==> src/rtl/dtmf_digit_sequencer_pkg.sv <==
// Shared types and constants for the DTMF digit sequencer: FSM states,
// row/column tone indices and a key-code-to-character lookup.
package dtmf_pkg;

  typedef enum logic [1:0] {
    IDLE = 2'd0,
    TONE = 2'd1,
    GAP  = 2'd2
  } dtmf_state_t;

  localparam logic [1:0] ROW_697  = 2'd0;
  localparam logic [1:0] ROW_770  = 2'd1;
  localparam logic [1:0] ROW_852  = 2'd2;
  localparam logic [1:0] ROW_941  = 2'd3;
  localparam logic [1:0] COL_1209 = 2'd0;
  localparam logic [1:0] COL_1336 = 2'd1;
  localparam logic [1:0] COL_1477 = 2'd2;
  localparam logic [1:0] COL_1633 = 2'd3;

  function automatic logic [7:0] key_char(input logic [3:0] code);
    logic [7:0] c;
    case (code)
      4'h0: c = "1";  4'h1: c = "2";  4'h2: c = "3";  4'h3: c = "A";
      4'h4: c = "4";  4'h5: c = "5";  4'h6: c = "6";  4'h7: c = "B";
      4'h8: c = "7";  4'h9: c = "8";  4'hA: c = "9";  4'hB: c = "C";
      4'hC: c = "*";  4'hD: c = "0";  4'hE: c = "#";  default: c = "D";
    endcase
    return c;
  endfunction

endpackage

==> src/rtl/dtmf_digit_sequencer_duration_counter.sv <==
// Loadable down-counter timing the TONE and GAP phases; saturates at zero.
module dtmf_duration_counter #(
  parameter int unsigned CNT_W = 17
) (
  input  logic             clk,
  input  logic             rst_n,
  input  logic             load,
  input  logic [CNT_W-1:0] load_value,
  input  logic             dec,
  output logic             zero
);

  logic [CNT_W-1:0] count;

  always_ff @(posedge clk or negedge rst_n) begin
    if (!rst_n) begin
      count <= '0;
    end else if (load) begin
      count <= load_value;
    end else if (dec && (count != '0)) begin
      count <= count - 1'b1;
    end
  end

  assign zero = (count == '0);

endmodule

==> src/rtl/dtmf_digit_sequencer.sv <==
// DTMF digit sequencer: gates the selected row/column tones for a burst, then a gap.
// Optional abort input enabled by defining DTMF_ABORT_EN.
module dtmf_digit_sequencer
  import dtmf_pkg::*;
#(
  parameter int unsigned TONE_CYCLES = 50000,
  parameter int unsigned GAP_CYCLES  = 50000,
  parameter int unsigned CNT_W       = 17
) (
  input  logic       inclk,
  input  logic       reset_n,
  input  logic [3:0] key_code,
  input  logic       key_valid,
`ifdef DTMF_ABORT_EN
  input  logic       abort,
`endif
  output logic       key_ready,
  input  logic [3:0] row_tones,
  input  logic [3:0] col_tones,
  output logic       row_out,
  output logic       col_out,
  output logic [1:0] tone_out,
  output logic       busy,
  output logic       digit_done
);

  localparam logic [CNT_W-1:0] TONE_LOAD = CNT_W'(TONE_CYCLES - 1);
  localparam logic [CNT_W-1:0] GAP_LOAD  = CNT_W'(GAP_CYCLES - 1);

  dtmf_state_t state;
  logic [1:0]  row;
  logic [1:0]  col;
  logic [1:0]  row_sel;
  logic [1:0]  col_sel;
  logic        kill;
  logic        accept;
  logic        zero;
  logic        cnt_load;
  logic [CNT_W-1:0] cnt_value;
  logic        row_bit;
  logic        col_bit;

`ifdef DTMF_ABORT_EN
  assign kill = abort;
`else
  assign kill = 1'b0;
`endif

  assign key_ready  = (state == IDLE) && !kill;
  assign accept     = key_valid && key_ready;
  assign busy       = (state != IDLE);
  assign digit_done = (state == GAP) && zero && !kill;

  // On the accept edge the latches are not loaded yet, so select from key_code
  // directly; this gives the first tone sample in the first TONE cycle.
  assign row_sel = (state == IDLE) ? key_code[3:2] : row;
  assign col_sel = (state == IDLE) ? key_code[1:0] : col;
  assign row_bit = row_tones[row_sel];
  assign col_bit = col_tones[col_sel];

  assign cnt_load  = accept || ((state == TONE) && zero && !kill);
  assign cnt_value = (state == IDLE) ? TONE_LOAD : GAP_LOAD;

  dtmf_duration_counter #(.CNT_W(CNT_W)) u_counter (
    .clk        (inclk),
    .rst_n      (reset_n),
    .load       (cnt_load),
    .load_value (cnt_value),
    .dec        (busy),
    .zero       (zero)
  );

  always_ff @(posedge inclk or negedge reset_n) begin
    if (!reset_n) begin
      state    <= IDLE;
      row      <= '0;
      col      <= '0;
      row_out  <= 1'b0;
      col_out  <= 1'b0;
      tone_out <= '0;
    end else begin
      row_out  <= 1'b0;
      col_out  <= 1'b0;
      tone_out <= '0;
      case (state)
        IDLE: begin
          if (accept) begin
            state    <= TONE;
            row      <= key_code[3:2];
            col      <= key_code[1:0];
            row_out  <= row_bit;
            col_out  <= col_bit;
            tone_out <= {1'b0, row_bit} + {1'b0, col_bit};
          end
        end
        TONE: begin
          if (kill) begin
            state <= IDLE;
          end else if (zero) begin
            state <= GAP;
          end else begin
            row_out  <= row_bit;
            col_out  <= col_bit;
            tone_out <= {1'b0, row_bit} + {1'b0, col_bit};
          end
        end
        GAP: begin
          if (kill || zero) begin
            state <= IDLE;
          end
        end
        default: state <= IDLE;
      endcase
    end
  end

endmodule

==> config.mk <==
export PLATFORM = sky130hd
export DESIGN_NAME = dtmf_digit_sequencer
export DESIGN_NICKNAME = d
export VERILOG_FILES = /design/src/rtl/dtmf_digit_sequencer_pkg.sv /design/src/rtl/dtmf_digit_sequencer_duration_counter.sv /design/src/rtl/dtmf_digit_sequencer.sv
export SDC_FILE = /design/constraint.sdc
export NUM_CORES = 1
export LEC_CHECK = 0
export BUFFER_PORTS_ARGS = -buffer_cell sky130_fd_sc_hd__buf_2
export CORE_ASPECT_RATIO = 0.75
export CORE_UTILIZATION = 34
export CTS_CLUSTER_DIAMETER = 120
export CTS_CLUSTER_SIZE = 30
export DETAILED_ROUTE_END_ITERATION = 8
export HOLD_SLACK_MARGIN = 0.05
export SYNTH_ARGS = -nofsm -noshare
export SYNTH_HDL_FRONTEND = slang
export SYNTH_SLANG_ARGS = --single-unit
==> constraint.sdc <==
create_clock -name inclk -period 4 [get_ports inclk]
set_clock_uncertainty 0.1 [all_clocks]
set_input_delay 0 -clock inclk [delete_from_list [all_inputs] [get_ports inclk]]
set_output_delay 0 -clock inclk [all_outputs]
set_load 0.005 [all_outputs]
# Word-level counts from Yosys, hierarchy flattened
# Index checks and enable logic that the tools add are counted.
classes:
  add_sub_neg: 2
  order_cmp: 2
  n_eq_ne: 5
  mux: 21
  reduce_logical: 12
ops:
  columns: ["op", "count"]
  rows:
  - ["2-to-1 mux 17 bit", 2]
  - ["zero test 17 bit", 1]
  - ["nonzero test 17 bit", 1]
  - ["subtractor 17 x 1 -> 17 bit (second input constant)", 1]
  - ["2-to-1 mux 2 bit", 7]
  - ["< comparator 2 x 3 -> 1 bit (second input constant)", 2]
  - ["2-to-1 mux 1 bit", 6]
  - ["one-hot mux 2 bit (3 select lines)", 1]
  - ["binary-select mux 1 bit (select 2 bit)", 2]
  - ["logical AND 1 bit", 4]
  - ["!= test 2 bit (second input constant)", 2]
  - ["one-hot mux 1 bit (2 select lines)", 2]
  - ["one-hot mux 2 bit (2 select lines)", 1]
  - ["nonzero test 2 bit", 2]
  - ["AND reduction 3 bit", 1]
  - ["adder 1 x 1 -> 2 bit", 1]
  - ["equality test 2 x 1 -> 1 bit (second input constant)", 1]
  - ["equality test 2 bit (second input constant)", 1]
  - ["zero test 2 bit", 1]
  - ["!= test 2 x 1 -> 1 bit (second input constant)", 1]
  - ["AND reduction 2 bit", 1]
  - ["logical OR 1 bit", 1]
word_totals:
  register_bits: 27
  in_bits: 15
  out_inout_bits: 7

# Logic depth before layout (Yosys ltp)
# Gate-level depths: netlist of run 1.
depth:
  ltp_word: 7
  ltp_mapped: 8
  mapped_depth_nobuf: 6

# By module
# A second synthesis of run 1 with hierarchy kept.
unflattened:
  hier_cells: 186
  hier_area_um2: 1696.6
modules_own_cells:
  columns: ["module", "instances", "cells_each", "area_per_inst_um2"]
  rows:
  - ["dtmf_duration_counter", 1, 134, 1132.3]
  - ["dtmf_digit_sequencer", 1, 52, 564.3]

# Least setup slack after synthesis of run 1
# OpenSTA, ideal clock, no wires.
synth_path:
  path_kind: "register -> register"
  start: "register state[1]"
  end: "register tone_out[0]"
  setup_time_ns: 0.119
  t_arrival_ns: 1.919
  required_time_ns: 3.781
  setup_slack_ns: 1.862
  path_stages_with_launch: 7
  path_buffers: 1
  synth_period_minus_slack_ns: 2.138
  path_cell_list: "dfrtp_1 -> or2_4 -> buf_6 -> mux2i_1 -> mux4_2 -> ha_1 -> and2_1"
synth_between:
  elab_chain_len: 7
synth_lines:
  columns: ["element", "line", "rtl"]
  rows:
  - ["start, declared", "dtmf_digit_sequencer.sv:30", "dtmf_state_t state;"]
  - ["start signal, assigned", "dtmf_digit_sequencer.sv:75", "state <= IDLE;"]
  - ["start signal, assigned", "dtmf_digit_sequencer.sv:88", "state <= TONE;"]
  - ["start signal, assigned", "dtmf_digit_sequencer.sv:98", "state <= IDLE;"]
  - ["zero test 2 bit", null, null]
  - ["2-to-1 mux 2 bit, on equally long branches", "dtmf_digit_sequencer.sv:56, dtmf_digit_sequencer.sv:57", null]
  - ["binary-select mux 1 bit (select 2 bit), on equally long branches", "dtmf_digit_sequencer.sv:58, dtmf_digit_sequencer.sv:59", null]
  - ["2-to-1 mux 1 bit, on equally long branches", "dtmf_digit_sequencer.sv:58, dtmf_digit_sequencer.sv:59", null]
  - ["adder 1 x 1 -> 2 bit", "dtmf_digit_sequencer.sv:93, dtmf_digit_sequencer.sv:104", null]
  - ["2-to-1 mux 2 bit, on equally long branches", "dtmf_digit_sequencer.sv:99, dtmf_digit_sequencer.sv:87", null]
  - ["one-hot mux 2 bit (2 select lines) (*)", "dtmf_digit_sequencer.sv:85", "case (state)"]
  - ["end signal, assigned", "dtmf_digit_sequencer.sv:93", "tone_out <= {1'b0, row_bit} + {1'b0, col_bit};"]
  - ["end signal, assigned", "dtmf_digit_sequencer.sv:104", "tone_out <= {1'b0, row_bit} + {1'b0, col_bit};"]
  - ["end, declared", "dtmf_digit_sequencer.sv:22", "output logic [1:0] tone_out,"]
# Every way passes the cells marked *; elsewhere a longest branch is shown, timed or not. The select of a mux whose other input is x is not followed.
# A chain may end at the register's enable or synchronous reset.

# Worst setup path in the final report of run 1
layout_path:
  start: "register u_counter.count[0]"
  end: "register u_counter.count[4]"
layout_between:
  elab_chain_len: 4
layout_lines:
  columns: ["element", "line", "rtl"]
  rows:
  - ["start, declared", "dtmf_digit_sequencer_duration_counter.sv:13", "logic [CNT_W-1:0] count;"]
  - ["start signal, assigned", "dtmf_digit_sequencer_duration_counter.sv:19", "count <= load_value;"]
  - ["start signal, assigned", "dtmf_digit_sequencer_duration_counter.sv:21", "count <= count - 1'b1;"]
  - ["branches (longest 4 deep; another with subtractor 17 x 1 -> 17 bit)", null, null]
# Several ways; the timed one is not identified. The select of a mux whose other input is x is not followed.

==> key figures, run 1 <==
Clocking
  • Clk pin slew, worst setup/hold paths: ~90 ps
  • CTS root buffer: sky130_fd_sc_hd__clkbuf_8
  • Insertion delay to the later sink of the worst-skew pair: 270 ps
  • Setup fix buffers added after clock tree synthesis: 0
  • CTS tree: done
  • Clock buffer count from CTS: 3
  • Max Buffers Root-to-Sink: 2
  • Count of clock tree sinks: 27
  • CTS H-Tree Depth: 1

Floorplan
  • Effective utilization at floorplan: 35.8%
  • Horizontal extent of the die: 81.4 um
  • Total number of placement rows: 21
  • Die Area: 5010 sq um
  • Die height: 61.5 um
  • Floorplan Core Area: between 4000 and 5000 sq um
  • IO Pins: 22

Place
  • Final weighted congestion in routability-driven placement: about 0.8
  • Buffers added on ports: 21
  • Placement Setup Slack: approximately 1600 ps
  • DP Wirelength: 2.40 mm

GRT
  • Vias in the first global route: 1171
  • Antenna violations before repair: 0
  • Overall Global Routing Usage: 15.4%
  • Busiest layer in global routing: met2
  • Global-route wire length before repair: 5.82 mm
  • Met2 Track Usage GR: a little under a quarter
  • Pin count of the biggest net entering global routing: 28
  • Remaining global-route overflow: 0
  • Met3 Usage GRT: 4.00%
  • Met1 Resource Use GR: 22.1%

Critical path
  • Crit end category: flop
  • Arrival time at the worst endpoint: 2560 ps
  • Reg2Reg Setup Slack: 1500 ps
  • Critical path launch point type: flop
  • Critical path required time: just over 4000 ps
  • Setup Crit Path Kind: flop to flop
  • RR Startpoint: u_counter.count[0]
  • Critical Path Start: u_counter.count[0]
  • Critical path peak fanout: 16

Synth
  • Average footprint of a synthesized cell: roughly 11 sq um
  • Number of instances in the synthesized netlist: 146
  • Most used flip-flop cell after synthesis: sky130_fd_sc_hd__dfrtp_1
  • Synth warnings: 0
  • Sequential share of the synthesized area: 42.1%
  • #FFs+latches synth: 27
  • Mapped cell area: 1610 sq um
  • Number of nets produced by synthesis: about 160
  • Async SR Flop Fraction: 100%
  • Number of library cell types mapped by synthesis: 46
  • Number of synthesized flops with an enable pin: 0

STA
  • Final hold viol count: 0
  • Unrepaired setup endpoints after global routing: no
  • Final period utilization: 62.5%
  • Total negative slack for setup checks: 0 ps
  • Hold slack: 71.8 ps
  • Worst slew slack as a fraction of its limit: roughly 60%
  • Worst-margin pin slew: 584 ps
  • Setup-violating endpoint count in the final report: 0
  • Final min period: 2500 ps
  • Maximum clock frequency: 0.400 GHz
  • Max Slew Vio Count: 0
  • Final Worst Setup Slack: roughly 1500 ps

Detailed routing
  • Detailed Route Iter0 Violations: 111
  • Number of optimization iterations in the first detailed-route pass: 4
  • Average vias per placed instance: 5.68
  • Post-route antenna net violation count: 0
  • Via count: 1290
  • Routed length per placed instance: 14.8 um
  • Drc violations: 0
  • Routed WL: 3.35 mm

Worst hold path
  • Class of the most critical hold timing path: input pin to flop
  • Startpoint of the lowest-slack hold path: col_tones[1]

Layout
  • Fraction of layout instances using a drive strength above 1: a little over a quarter
  • Antenna diode count: 0
  • Number of nets in the layout: 189
  • Area growth from synthesis to layout: 13.5%

Power
  • Leakage power: 0.749 nW
  • Worst voltage drop across the vdd grid: 0.222 mV
  • Power consumption: 0.761 mW
  • Power per unit of standard cell area: 418 nW/um^2

Job
  • Max-Cap Viols: 0

Status
  • Status: finished clean
## sequential cells by signal (all words and copies together), names as in the netlist
signal and cells:
col_out 1, row_out 1, state 2, row 2
col 2, tone_out 2, u_counter.count 17
## critical path: stages (launching register included)
cell and delay (ps):
sky130_fd_sc_hd__dfrtp_1 400, sky130_fd_sc_hd__inv_1 130, sky130_fd_sc_hd__ha_1 210, sky130_fd_sc_hd__nor4b_1 300, sky130_fd_sc_hd__and4_1 600, sky130_fd_sc_hd__mux2i_1 350, sky130_fd_sc_hd__o22a_1 290
## power breakdown
group / switching (mW) / total [mW] / internal [mW]
clock network: 0.0824 / 0.152 / 0.0697
logic: 0.0917 / 0.194 / 0.102
registers: 0.0832 / 0.415 / 0.332
## logic make-up (layout without fill, tap and decap cells)
| family | after synthesis | count (layout) | synth area share (%) |
|---|---|---|---|
| buf+inv | 12 | 36 | 5.29 |
| xor+xnor | 1 | 1 | 0.545 |
| fa+ha+maj | 3 | 3 | 2.34 |
| simple gates | 56 | 56 | 24.5 |
| compound gates | 35 | 35 | 15.9 |
| flops | 27 | 27 | 42.1 |
| mux | 12 | 12 | 9.42 |
## through the flow
stage / instances / instance area, sq um / utilization (%)
floorplan: 146 / 1610 / -
CTS: 227 / 1820 / 40.6
global placement: 217 / 1720 / 38.2
detailed placement: 217 / 1720 / 38.2
global route: 227 / 1820 / 40.6
finish: 227 / 1820 / 40.6
## cell usage after synthesis (3+ instances only)
master                      n  area, sq um
sky130_fd_sc_hd__o21ai_0    8         40.0
sky130_fd_sc_hd__mux2_2     5         56.3
sky130_fd_sc_hd__o211ai_1   5         37.5
sky130_fd_sc_hd__or3_1      4         25.0
sky130_fd_sc_hd__nor2_1     8         30.0
sky130_fd_sc_hd__nand3_1    3         15.0
sky130_fd_sc_hd__mux2i_1    5         50.1
sky130_fd_sc_hd__or4_1      7         52.6
sky130_fd_sc_hd__nand2_1    6         22.5
sky130_fd_sc_hd__dfrtp_1   27          676
sky130_fd_sc_hd__a22oi_1    7         52.6
sky130_fd_sc_hd__inv_1      3         11.3
sky130_fd_sc_hd__nor4_1     3         18.8
sky130_fd_sc_hd__buf_6      3         33.8
sky130_fd_sc_hd__ha_1       3         37.5
sky130_fd_sc_hd__and2_1     4         25.0
sky130_fd_sc_hd__o31ai_1    5         37.5
## area by class of cell
class,instances,area [sq um]
Fill cell,431,2670
Multi-Input combinational cell,107,846
Sequential cell,27,676
Timing Repair Buffer,27,165
Tap cell,57,71.3
Clock buffer,3,41.3
Inverter,5,18.8
Clock inverter,1,5.00
## worst paths after layout
check / to / cells past startpoint
hold / removal: col_out / 3
hold reg to reg: row[0] / 1
max in group asynchronous: u_counter.count[3] / 2
setup reg to reg: u_counter.count[4] / 6
setup / recovery: u_counter.count[4] / 6
min in group asynchronous: tone_out[0] / 2
## layout by cell type (no fill, tap or decap), drive strengths merged, types with 5 or more instances in the layout
cell type    netlist  layout
nor4               5       5
o21ai              8       8
mux2               5       5
o211ai             5       5
buf                5      21
nor2               8       8
dlygate4sd3        0       6
mux2i              5       5
or4                8       8
nand2              6       6
a22oi              7       7
dfrtp             27      27
or3                6       6
o31ai              5       5
## per-layer routing
metal,vias to the layer above,routed length [um]
met5,-,0
met4,0,27
met3,4,144
met2,32,1530
met1,630,1650
li1,624,-
## what timing repair did
item                                    in CTS  in global routing
hold buffers                                 6                  0
endpoints found under the setup margin       0                  0
resized for setup                            0                  0
hold endpoints to repair                    32                  0
(Power assumes the default switching activity.)
==> inputs of run 2 (changes only) <==
==> constraint.sdc (replaced) <==
create_clock -name inclk -period 2.62 [get_ports inclk]
set_clock_uncertainty 0.1 [all_clocks]
set_input_delay 0 -clock inclk [delete_from_list [all_inputs] [get_ports inclk]]
set_output_delay 0 -clock inclk [all_outputs]
set_load 0.005 [all_outputs]
==> key figures, run 2 (synthesis gave the netlist of run 1 again) <==
Clocking
  • CTS H-Tree Depth: 1
  • Insertion delay to the later sink of the worst-skew pair: 270 ps
  • Clock buffer count from CTS: 3
  • Max Buffers Root-to-Sink: 2
  • Setup fix buffers added after clock tree synthesis: 0
  • Count of clock tree sinks: 27
  • Clk pin slew, worst setup/hold paths: about 90 ps
  • CTS root buffer: sky130_fd_sc_hd__clkbuf_8
  • CTS tree: done

Critical path
  • Arrival time at the worst endpoint: around 2200 ps
  • Critical path peak fanout: 10
  • Critical path required time: 2520 ps
  • Setup Crit Path Kind: flop to primary output
  • Crit end category: primary output
  • Critical path launch point type: flop

Layout
  • Fillers: 432
  • Most frequent cells in the layout: sky130_fd_sc_hd__dfrtp_1 (27), sky130_fd_sc_hd__buf_2 (21), sky130_fd_sc_hd__nor2_1 (8), sky130_fd_sc_hd__o21ai_0 (8)
  • Most common cell after layout, fill and taps aside: sky130_fd_sc_hd__dfrtp_1
  • Number of flip-flops under the largest register name: 17
  • Final standard cell area without fillers: 1840 sq um
  • Antenna diode count: 0
  • Fraction of layout instances using a drive strength above 1: 27.7%
  • Top register by number of flip-flops: u_counter.count
  • Number of nets in the layout: 192
  • Area growth from synthesis to layout: 14.8%

GRT
  • Antenna violations before repair: 0
  • Vias in the first global route: 1239
  • Pin count of the biggest net entering global routing: 28
  • Remaining global-route overflow: 0
  • Global-route wire length before repair: between 6 and 7 mm
  • Overall Global Routing Usage: 16.7%

Floorplan
  • Die Area: around 5000 sq um
  • Horizontal extent of the die: 81.4 um
  • Total number of placement rows: 21
  • Effective utilization at floorplan: 35.8%
  • IO Pins: 22
  • Floorplan Core Area: 4490 sq um
  • Die height: 61.5 um

Detailed routing
  • Routed length per placed instance: roughly 16 um
  • Via count: 1299
  • Post-route antenna net violation count: 0
  • Drc violations: 0
  • Detailed Route Iter0 Violations: 110
  • Number of optimization iterations in the first detailed-route pass: 5
  • Routed WL: 3.58 mm
  • Average vias per placed instance: about 5.6

STA
  • Setup-violating endpoint count in the final report: 0
  • Worst-margin pin slew: 581 ps
  • Max Slew Vio Count: 0
  • Maximum clock frequency: approximately 0.44 GHz
  • Worst slew slack as a fraction of its limit: 60.1%
  • Final min period: 2280 ps
  • Total negative slack for setup checks: 0 ps
  • Unrepaired setup endpoints after global routing: no
  • Final period utilization: between 80% and 90%
  • Final hold viol count: 0

Worst hold path
  • Class of the most critical hold timing path: input pin to flop

Place
  • DP Wirelength: 2.65 mm
  • Area after DPL: 1740 sq um
  • Final weighted congestion in routability-driven placement: 0.877
  • Buffers added on ports: 21

Power
  • Leakage power: 0.761 nW
  • Worst voltage drop across the vdd grid: roughly 0.29 mV
  • Power per unit of standard cell area: ~640 nW/um^2

Status
  • Status: finished clean

Job
  • Max-Cap Viols: 0
==> run 2: cell types whose count changed in the layout (fill, tap and decap cells not counted), sizes merged <==
cell and delta:
clkinv -1, buf +3, clkbuf +1
==> run 2: through the flow <==
stage	utilization (%)	setup WS, ps	total power, mW	hold WS, ps	std cells
after floorplan	-	482	0.844	-396	146
after global placement	38.7	560	0.919	-63.3	220
after detailed placement	38.7	490	0.946	-51.5	220
after CTS	41.0	350	1.19	77.7	230
after global routing	41.0	74.3	1.26	95.8	230
final	41.0	342	1.18	76.6	230
==> run 2: area by class of cell <==
cell class / instances / area, sq um / share of cell area [%]
Multi-Input combinational cell: 107 / 846 / 45.9
Sequential cell: 27 / 676 / 36.6
Timing Repair Buffer: 30 / 188 / 10.2
Tap cell: 57 / 71.3 / 3.87
Clock buffer: 4 / 45.0 / 2.44
Inverter: 5 / 18.8 / 1.02
==> run 2: worst paths after layout <==
kind | start | end | slack [ps] | cells past startpoint
setup reg to reg | u_counter.count[0] | u_counter.count[0] | 450 | 7
setup / recovery | u_counter.count[0] | digit_done | 340 | 8
hold reg to reg | col[0] | col[0] | 440 | 1
min in group asynchronous | reset_n | col[0] | 160 | 2
hold / removal | col_tones[3] | col_out | 80 | 3
max in group asynchronous | reset_n | u_counter.count[13] | 1860 | 2
==> run 2: power by group <==
| part | switching (mW) | total [mW] | internal, mW | leakage (nW) |
|---|---|---|---|---|
| combinational | 0.141 | 0.297 | 0.156 | 0.427 |
| sequential | 0.139 | 0.645 | 0.506 | 0.311 |
| clock | 0.127 | 0.236 | 0.109 | 0.0228 |
==> run 2: what timing repair did <==
action / 4_1_cts / 5_1_grt
hold buffers: 6 / 0
hold endpoints to repair: 33 / 0
gates resized for setup: 0 / 0
==> run 2: metal layers <==
layer | up-vias | part of all wire (%) | global-route usage (%)
met4 | 0 | 0.28 | 4.08
li1 | 626 | - | -
met1 | 636 | 48 | 24.2
met3 | 2 | 4.9 | 3.56
met2 | 35 | 47 | 25.5
met5 | - | 0 | 0
==> run 2: critical path: stages (launching register included) <==
cell	delay, ps
sky130_fd_sc_hd__dfrtp_1	400
sky130_fd_sc_hd__inv_1	140
sky130_fd_sc_hd__ha_1	200
sky130_fd_sc_hd__nor4b_1	310
sky130_fd_sc_hd__and4_1	360
sky130_fd_sc_hd__buf_4	210
sky130_fd_sc_hd__nand2_1	60
sky130_fd_sc_hd__nor2_1	90
sky130_fd_sc_hd__buf_2	120
